$ cat config.mk
export PLATFORM = sky130hd
export DESIGN_NAME = sl_transmitter
export DESIGN_NICKNAME = d
export VERILOG_FILES = /design/src/rtl/sl_transmitter.sv
export SDC_FILE = /design/constraint.sdc
export NUM_CORES = 1
export LEC_CHECK = 0
export ABC_AREA = 0
export CAP_MARGIN = 10
export CORE_MARGIN = 2
export CORE_UTILIZATION = 35
export CTS_CLUSTER_SIZE = 16
export DETAILED_ROUTE_END_ITERATION = 8
export HOLD_SLACK_MARGIN = 0.03
export PLACE_DENSITY = 0.58
export SLEW_MARGIN = 40
export SYNTH_ARGS = -nofsm -noshare
export SYNTH_HDL_FRONTEND = slang
export SYNTH_SLANG_ARGS = --single-unit
$ cat constraint.sdc
create_clock -name clk -period 6.5 [get_ports clk]
set_input_delay 1.3 -clock clk [delete_from_list [all_inputs] [get_ports clk]]
set_output_delay 1.3 -clock clk [all_outputs]
set_load 0.05 [all_outputs]
$ cat src/rtl/sl_transmitter.sv
// SL link word transmitter: return-to-high pulses, odd parity, stop symbol.
// Optional SL_TX_PARITY_INJECT_EN makes config bit 9 invert the parity bit.
module sl_transmitter #(
    parameter int LOW_CYCLES   = 14,
    parameter int HIGH_CYCLES  = 14,
    parameter int CONFIG_WIDTH = 16,
    parameter int STATUS_WIDTH = 16
) (
    input  logic                    clk,
    input  logic                    rst,
    input  logic [CONFIG_WIDTH-1:0] wr_config_w,
    input  logic                    wr_enable,
    input  logic [31:0]             tx_data_w,
    input  logic                    tx_start,
    output logic                    serial_line_zeroes,
    output logic                    serial_line_ones,
    output logic [CONFIG_WIDTH-1:0] r_config_w,
    output logic [STATUS_WIDTH-1:0] status_w,
    output logic                    data_status_changed
);

    typedef enum logic [2:0] {
        IDLE,
        BIT_LOW,
        BIT_HIGH,
        STOP_LOW,
        STOP_HIGH
    } state_t;

    localparam logic [5:0] LOW_LD  = 6'(LOW_CYCLES - 1);
    localparam logic [5:0] HIGH_LD = 6'(HIGH_CYCLES - 1);
    localparam logic [CONFIG_WIDTH-1:0] CFG_RST = CONFIG_WIDTH'(16'h0010);
`ifdef SL_TX_PARITY_INJECT_EN
    localparam logic [CONFIG_WIDTH-1:0] CFG_MASK = CONFIG_WIDTH'(16'h037F);
`else
    localparam logic [CONFIG_WIDTH-1:0] CFG_MASK = CONFIG_WIDTH'(16'h017F);
`endif

    state_t                  state;
    logic [5:0]              cyc;
    logic [5:0]              bit_cnt;
    logic [32:0]             shift;
    logic [CONFIG_WIDTH-1:0] cfg;
    logic                    busy;
    logic                    done;
    logic                    rej;

    logic [5:0]              wr_bq;
    logic                    wr_ok;
    logic [CONFIG_WIDTH-1:0] new_cfg;
    logic [5:0]              bq;
    logic [32:0]             data_mask;
    logic [32:0]             masked;
    logic                    par;
    logic [32:0]             frame;
    logic                    start_ok;

    // Write is resolved before the start so a same-cycle frame sees new BQ
    always_comb begin
        wr_bq   = wr_config_w[6:1];
        wr_ok   = wr_enable && (state == IDLE) && !wr_bq[0] &&
                  (wr_bq >= 6'd8) && (wr_bq <= 6'd32);
        new_cfg = wr_ok ? (wr_config_w & CFG_MASK) : cfg;
        bq        = new_cfg[6:1];
        data_mask = (33'd1 << bq) - 33'd1;
        masked    = {1'b0, tx_data_w} & data_mask;
`ifdef SL_TX_PARITY_INJECT_EN
        par = ~^masked ^ new_cfg[9];
`else
        par = ~^masked;
`endif
        frame    = masked | (33'(par) << bq);
        start_ok = tx_start &&
                   ((state == IDLE) || ((state == STOP_HIGH) && (cyc == 6'd0)));
    end

    always_ff @(posedge clk) begin
        if (rst) begin
            state               <= IDLE;
            cyc                 <= 6'd0;
            bit_cnt             <= 6'd0;
            shift               <= 33'd0;
            cfg                 <= CFG_RST;
            busy                <= 1'b0;
            done                <= 1'b0;
            rej                 <= 1'b0;
            data_status_changed <= 1'b0;
            serial_line_zeroes  <= 1'b1;
            serial_line_ones    <= 1'b1;
        end else begin
            data_status_changed <= 1'b0;
            serial_line_zeroes  <= !(((state == BIT_LOW) && !shift[0]) ||
                                     (state == STOP_LOW));
            serial_line_ones    <= !(((state == BIT_LOW) && shift[0]) ||
                                     (state == STOP_LOW));
            cfg <= new_cfg;
            if (cyc != 6'd0) begin
                cyc <= cyc - 6'd1;
            end

            unique case (state)
                IDLE: begin
                end
                BIT_LOW: begin
                    if (cyc == 6'd0) begin
                        state <= BIT_HIGH;
                        cyc   <= HIGH_LD;
                    end
                end
                BIT_HIGH: begin
                    if (cyc == 6'd0) begin
                        shift   <= shift >> 1;
                        bit_cnt <= bit_cnt - 6'd1;
                        cyc     <= LOW_LD;
                        state   <= (bit_cnt != 6'd1) ? BIT_LOW : STOP_LOW;
                    end
                end
                STOP_LOW: begin
                    if (cyc == 6'd0) begin
                        state <= STOP_HIGH;
                        cyc   <= HIGH_LD;
                    end
                end
                STOP_HIGH: begin
                    if (cyc == 6'd0) begin
                        state               <= IDLE;
                        busy                <= 1'b0;
                        done                <= 1'b1;
                        data_status_changed <= 1'b1;
                    end
                end
                default: state <= IDLE;
            endcase

            // A start on the closing edge of a frame keeps DONE visible
            if (start_ok) begin
                shift   <= frame;
                bit_cnt <= bq + 6'd1;
                cyc     <= LOW_LD;
                state   <= BIT_LOW;
                busy    <= 1'b1;
                rej     <= 1'b0;
                if (state == IDLE) begin
                    done <= 1'b0;
                end
            end

            if ((wr_enable && !wr_ok) || (tx_start && !start_ok)) begin
                rej <= 1'b1;
            end
        end
    end

    assign r_config_w = cfg;
    assign status_w   = STATUS_WIDTH'({rej, done, busy});

endmodule
# After elaboration in Yosys (flattened, before gate mapping)
# Cells that the tools add are included.
# word_totals
ff_bits	62
input_bits	52
output_inout_bits	35
# classes
n_addsub	4
order_cmp	2
eq_ne	14
n_shift	2
muxes	28
n_bitwise	4
n_reduce_logical	35
# op_table
operator	n
33-bit 2-to-1 mux	3
6-bit 2-to-1 mux	6
32-bit by 33-bit bitwise AND with 33-bit output	1
33-bit OR	1
33-bit XNOR reduction	1
1-bit by 6-bit left shift with 33-bit output	1
1-bit by 6-bit left shift with 33-bit output, first input constant	1
33-bit by 1-bit subtractor with 33-bit output, second input constant	1
3-bit case mux with 5 select lines	1
3-bit 2-to-1 mux	4
6-bit by 1-bit subtractor with 6-bit output, second input constant	2
1-bit 2-to-1 mux	11
1-bit logical AND	10
5-bit AND reduction	2
3-bit != test, second input constant	3
2-bit != test, second input constant	4
2-bit nonzero test	4
7-bit 2-to-1 mux	1
6-bit by 1-bit adder with 6-bit output, second input constant	1
3-bit by 2-bit equality test with 1-bit output, second input constant	2
6-bit by 4-bit >= comparator with 1-bit output, second input constant	1
6-bit less-or-equal comparator, second input constant	1
1-bit zero test	6
6-bit zero test	1
other kinds (14)	20

# Depth between registers and ports, before layout
# depth
word_depth	13
mapped_depth	23
mapped_depth_nobuf	17

# Least setup slack after synthesis
# Ideal clock, no wire load.
# synth_timing
path_kind	in2reg
start	input port wr_config_w[6]
end	register shift[14]
arrival_time_ps	6111
setup_slack_ps	269
cell_stages	22
n_path_buf	6
cell_sequence	clkbuf_1 > o21ba_2 > clkbuf_1 > o211ai_1 > nand2_2 > clkbuf_1 > ha_1 > clkbuf_1 > a41oi_1 > nand3_1 > nor2_1 > o2bb2ai_1 > or3_1 > buf_2 > nor3b_2 > mux2i_1 > xnor3_1 > xnor3_1 > xnor3_1 > buf_4 > and3_1 > o31a_1
# synth_via
elab_chain_cells	11
elab_cells_between_ends	12
cone_classes	add/sub: 1; order compare: 2; shift: 2; mux: 2; bitwise: 2; reduce/logical: 3
# synth_lines
item	line_no	rtl
from (decl)	11	input logic [CONFIG_WIDTH-1:0] wr_config_w,
6-bit by 4-bit >= comparator with 1-bit output	62	(wr_bq >= 6'd8) && (wr_bq <= 6'd32);
1-bit logical AND	61	wr_ok = wr_enable && (state == IDLE) && !wr_bq[0] &&
1-bit logical AND	62	
7-bit 2-to-1 mux *	63	new_cfg = wr_ok ? (wr_config_w & CFG_MASK) : cfg;
1-bit by 6-bit left shift with 33-bit output	65	data_mask = (33'd1 << bq) - 33'd1;
33-bit by 1-bit subtractor with 33-bit output	65	
32-bit by 33-bit bitwise AND with 33-bit output	66	masked = {1'b0, tx_data_w} & data_mask;
33-bit XNOR reduction	70	par = ~^masked;
1-bit by 6-bit left shift with 33-bit output	72	frame = masked | (33'(par) << bq);
33-bit OR *	72	
33-bit 2-to-1 mux *	136	if (start_ok) begin
to (signal assigned)	112	shift <= shift >> 1;
to (signal assigned)	137	shift <= frame;
to (decl)	42	logic [32:0] shift;
# Every way passes the cells marked *; elsewhere a longest branch is shown, timed or not.
# A chain may end at the register's enable or synchronous reset.

# Worst setup path in the final report
# layout_timing
start	input port wr_enable
end	register shift[2]
# layout_via
elab_chain_cells	12
# layout_lines
item	line_no	rtl
from (decl)	12	input logic wr_enable,
1-bit logical AND * (3 in a row)	61	
1-bit logical AND *	62	
7-bit 2-to-1 mux *	63	
1-bit by 6-bit left shift with 33-bit output	65	
33-bit by 1-bit subtractor with 33-bit output	65	
32-bit by 33-bit bitwise AND with 33-bit output	66	
33-bit XNOR reduction	70	
1-bit by 6-bit left shift with 33-bit output	72	
33-bit OR *	72	
33-bit 2-to-1 mux *	136	
# Marked as above.

==> flow_metrics.env <==
export IMPL_outcome="completed"
export IMPL_p_total_mw=2.71
export IMPL_path_common_cell="xnor3_1"
export IMPL_worstMarginPinSlew_ns=0.861
export IMPL_insertion_delay_ns=0.33
export IMPL_drc=0
export IMPL_vias_per_cell=5.78
export IMPL_ys_ff_latch=62
export IMPL_grt_pass1_wl_mm=29.4
export IMPL_cts_htree_levels=3
export IMPL_crit_arrival_ns=6.53
export IMPL_cp_cell_sequence="clkdlybuf4s50_1 -> or4b_1 -> buf_4 -> o41ai_4 -> and2_1 -> nor3_4 -> nand2_1 -> ha_1 -> o41ai_4 -> a221oi_4 -> buf_4 -> nand4_1 -> a22oi_2 -> xor2_1 -> xnor3_1 -> xnor3_1 -> xnor3_1 -> buf_12 -> a311oi_1 -> nor4_1"
export IMPL_ios=87
export IMPL_area_growth_syn_to_layout_pct=28.3
export IMPL_netlist_area_leader_share_pct=23.8
export IMPL_synthCells=708
export IMPL_worstPathMaxFanout=24
export IMPL_dr_total_vias=5776
export IMPL_num_antenna_cells=0
export IMPL_initial_utilization_pct=35.9
export IMPL_p_leak_nw=2.67
export IMPL_min_from="bit_cnt[5]"
export IMPL_drt_pass1_iter_count=5
export IMPL_wirelength_mm=18.7
export IMPL_r2r_cells=19
export IMPL_drive_gt1_share_pct=16.3
export IMPL_clockRootBuffer="clkbuf_16"
export IMPL_min_path_type="flop to flop"
export IMPL_final_area_sq_um=6690
export IMPL_yosysSeqAreaShare_pct=23.8
export IMPL_synthArstFlopShare_pct=0
export IMPL_gp_congestion=0.961
export IMPL_path_clk_slew_ns=0.06
export IMPL_hold_viol=0
export IMPL_grt_overflow=0
export IMPL_cts_tree="done"
export IMPL_ctsHoldBuffers=0
export IMPL_min_to="bit_cnt[5]"
export IMPL_r2r_end="shift[2]"
export IMPL_endpoint_kind="flop"
export IMPL_wl_per_cell_microns=18.7
export IMPL_slew_headroom_pct=42.2
export IMPL_slowest_delay_ns=0.52
export IMPL_crit_required_ns=6.68
export IMPL_cellPowerDensity_nw_per_um2=405
export IMPL_period_needed_ns=6.34
export IMPL_synth_area_leaders="dfxtp_1 24%, nand2_1 5.9%, nor2_1 5.0%"
export IMPL_portBuffers=57
export IMPL_peakVddDrop_v=0.00146
export IMPL_cts_made_buffers=9
export IMPL_postPlaceCellArea_sq_um=6390
export IMPL_fillers=1463
export IMPL_die_area_sq_um=15900
export IMPL_coreArea_sq_um=14500
export IMPL_critPathKind="input port to flop"
export IMPL_timing_rr_start="state[0]"
export IMPL_drtIter0Drc=569
export IMPL_clock_path_buffers=2
export IMPL_nNetsFinal=870
export IMPL_hpwl_mm=14.0
export IMPL_avgSynthCellArea_sq_um=7.37
export IMPL_slowest_stage="or4b_1"
export IMPL_yosysWarnings=0
export IMPL_fp_dieW_microns=126
export IMPL_drtAntennaViolNets=0
export IMPL_slew_violations=0
export IMPL_rsz0062_at_grt="true"
export IMPL_die_h_microns=126
export IMPL_syn_area_sq_um=5220
export IMPL_synth_edf_count=0
export IMPL_grt_pass1_vias=5553
export IMPL_cts_sinks=62
export IMPL_synth_cell_types=81
export IMPL_setup_viol=0
export IMPL_synth_top_cell_by_area="dfxtp_1"
export IMPL_maxCapViolations=0
export IMPL_fin_worst_skew_ns=0.00681
export IMPL_finalCritPeriodShare_pct=97.6
export IMPL_synth_ff_type="dfxtp_1"
export IMPL_hold_depth=2
export IMPL_reg2reg_slack_ns=1.13
export IMPL_grt_util_all_layers_pct=23.1
export IMPL_grt_max_degree=63
export IMPL_rows=44
export IMPL_startpoint_type="input port"
export IMPL_antenna_found_initial=0
export IMPL_max_freq_ghz=0.158
-- stage by stage --
stage	cells	utilization, %	setup slack (ns)	hold slack [ns]	setup TNS (ns)
after global placement	982	43.9	-0.171	0.454	-0.424
after detailed placement	982	43.9	-0.156	0.469	-0.539
after CTS	998	45.9	0.171	0.483	0
final	999	46.0	0.156	0.485	0
after global routing	999	46.0	-0.00422	0.510	-0.00422
after floorplan	728	-	0.269	0.444	0
-- flip-flops by register name, indices dropped and copies added (netlist names) --
name and count:
cyc 6, serial_line_zeroes 1, done 1, busy 1
shift 33, r_config_w 8, state 3, data_status_changed 1
rej 1, serial_line_ones 1, bit_cnt 6
-- worst max-delay path: cells and delay by family --
family	cells	cell delay, ns
fa+ha+maj	1	0.28
simple gates	6	1.15
compound gates	5	1.40
xor+xnor	4	1.30
buf+inv	4	1.09
-- power breakdown --
part | switching [mW] | total (mW) | leakage [nW] | internal [mW]
registers | 0.0620 | 0.528 | 0.508 | 0.466
clock network | 0.190 | 0.461 | 0.143 | 0.271
logic | 0.983 | 1.72 | 2.02 | 0.736
-- area by class of cell --
type / instances / area, sq um / area share, %
clock buffer: 10 / 239 / 3.57
clock inverter: 6 / 45.0 / 0.673
inverter: 19 / 71.3 / 1.07
multi-input combinational: 571 / 3600 / 53.8
sequential: 62 / 1240 / 18.6
tap: 184 / 230 / 3.44
timing repair buffer: 147 / 1270 / 18.9
-- cells by family after synthesis --
logic type | after synthesis | synth area share, %
muxes | 6 | 1.18
buffers and inverters | 95 | 9.29
and+or+nand+nor | 288 | 26.5
other | 1 | 0.0719
adders and majority gates | 8 | 1.92
AOI/OAI and AO/OA | 210 | 28.5
xor gates and xnor gates | 38 | 8.76
DFF | 62 | 23.8
-- synth_stat cells (5+ instances only) --
master     n
mux2i_1    5
buf_2     12
nor4_1    19
nor3_1    40
o21ai_0   41
xor2_1    13
xnor2_1   16
a211oi_1  10
inv_1     16
dfxtp_1   62
o211ai_1  13
o21ai_1    9
and2_1     7
and3_1     8
nand3_1   21
ha_1       8
or3_1      6
nand2b_1   5
nor2_1    70
o22ai_1    6
buf_4     26
xnor3_1    9
clkbuf_1  32
a31oi_1    9
a21oi_1   47
nand4_1    8
nand2_1   82
-- repair_timing --
action                     CTS  global route
setup endpoints to repair    0             3
buffers inserted             0             1
gates resized for setup      0             2
-- per-layer routing --
metal / part of all wire, % / global-route usage [%] / vias to the layer above
li1: - / - / 2763
met1: 44 / 30.2 / 2732
met2: 48 / 39.8 / 250
met3: 5.6 / 2.80 / 31
met4: 2.4 / 7.18 / 0
met5: 0 / 0 / -
-- placed cells by master, fill, tap and decap left out, drive strengths merged, types with 4 or more instances in the layout --
| master | Yosys | layout |
|---|---|---|
| o32ai | 4 | 4 |
| xor2 | 13 | 13 |
| clkdlybuf4s50 | 0 | 56 |
| and3 | 8 | 8 |
| inv | 17 | 19 |
| clkinv | 2 | 6 |
| nand4 | 8 | 8 |
| o31ai | 6 | 6 |
| a21o | 4 | 4 |
| o22ai | 6 | 6 |
| a22oi | 6 | 6 |
| and2 | 7 | 7 |
| nor3b | 5 | 5 |
| xnor2 | 16 | 16 |
| clkbuf | 32 | 10 |
| o311ai | 4 | 4 |
| ha | 8 | 8 |
| nor4 | 19 | 19 |
| nand2 | 84 | 84 |
| a311oi | 4 | 4 |
| nor3 | 42 | 42 |
| o21a | 5 | 5 |
| dfxtp | 62 | 62 |
| or3 | 6 | 6 |
| a31oi | 9 | 9 |
| a21oi | 47 | 47 |
| nor2 | 70 | 70 |
| o211ai | 13 | 13 |
| conb | 1 | 21 |
| nand2b | 5 | 5 |
| nand3 | 21 | 21 |
| o21ai | 51 | 51 |
| xnor3 | 9 | 9 |
| mux2i | 5 | 5 |
| a211o | 4 | 4 |
| buf | 44 | 91 |
| a211oi | 11 | 11 |
-- worst max-delay path by stage --
stage,from,end,cells after the start
global placement,wr_enable,shift[20],19
global route,wr_enable,shift[20],20
CTS,wr_enable,shift[20],20
finish,wr_enable,shift[2],20
floorplan,wr_config_w[6],shift[14],22
detailed placement,wr_enable,shift[20],20
Note: power is estimated with default switching activity, not from simulation.
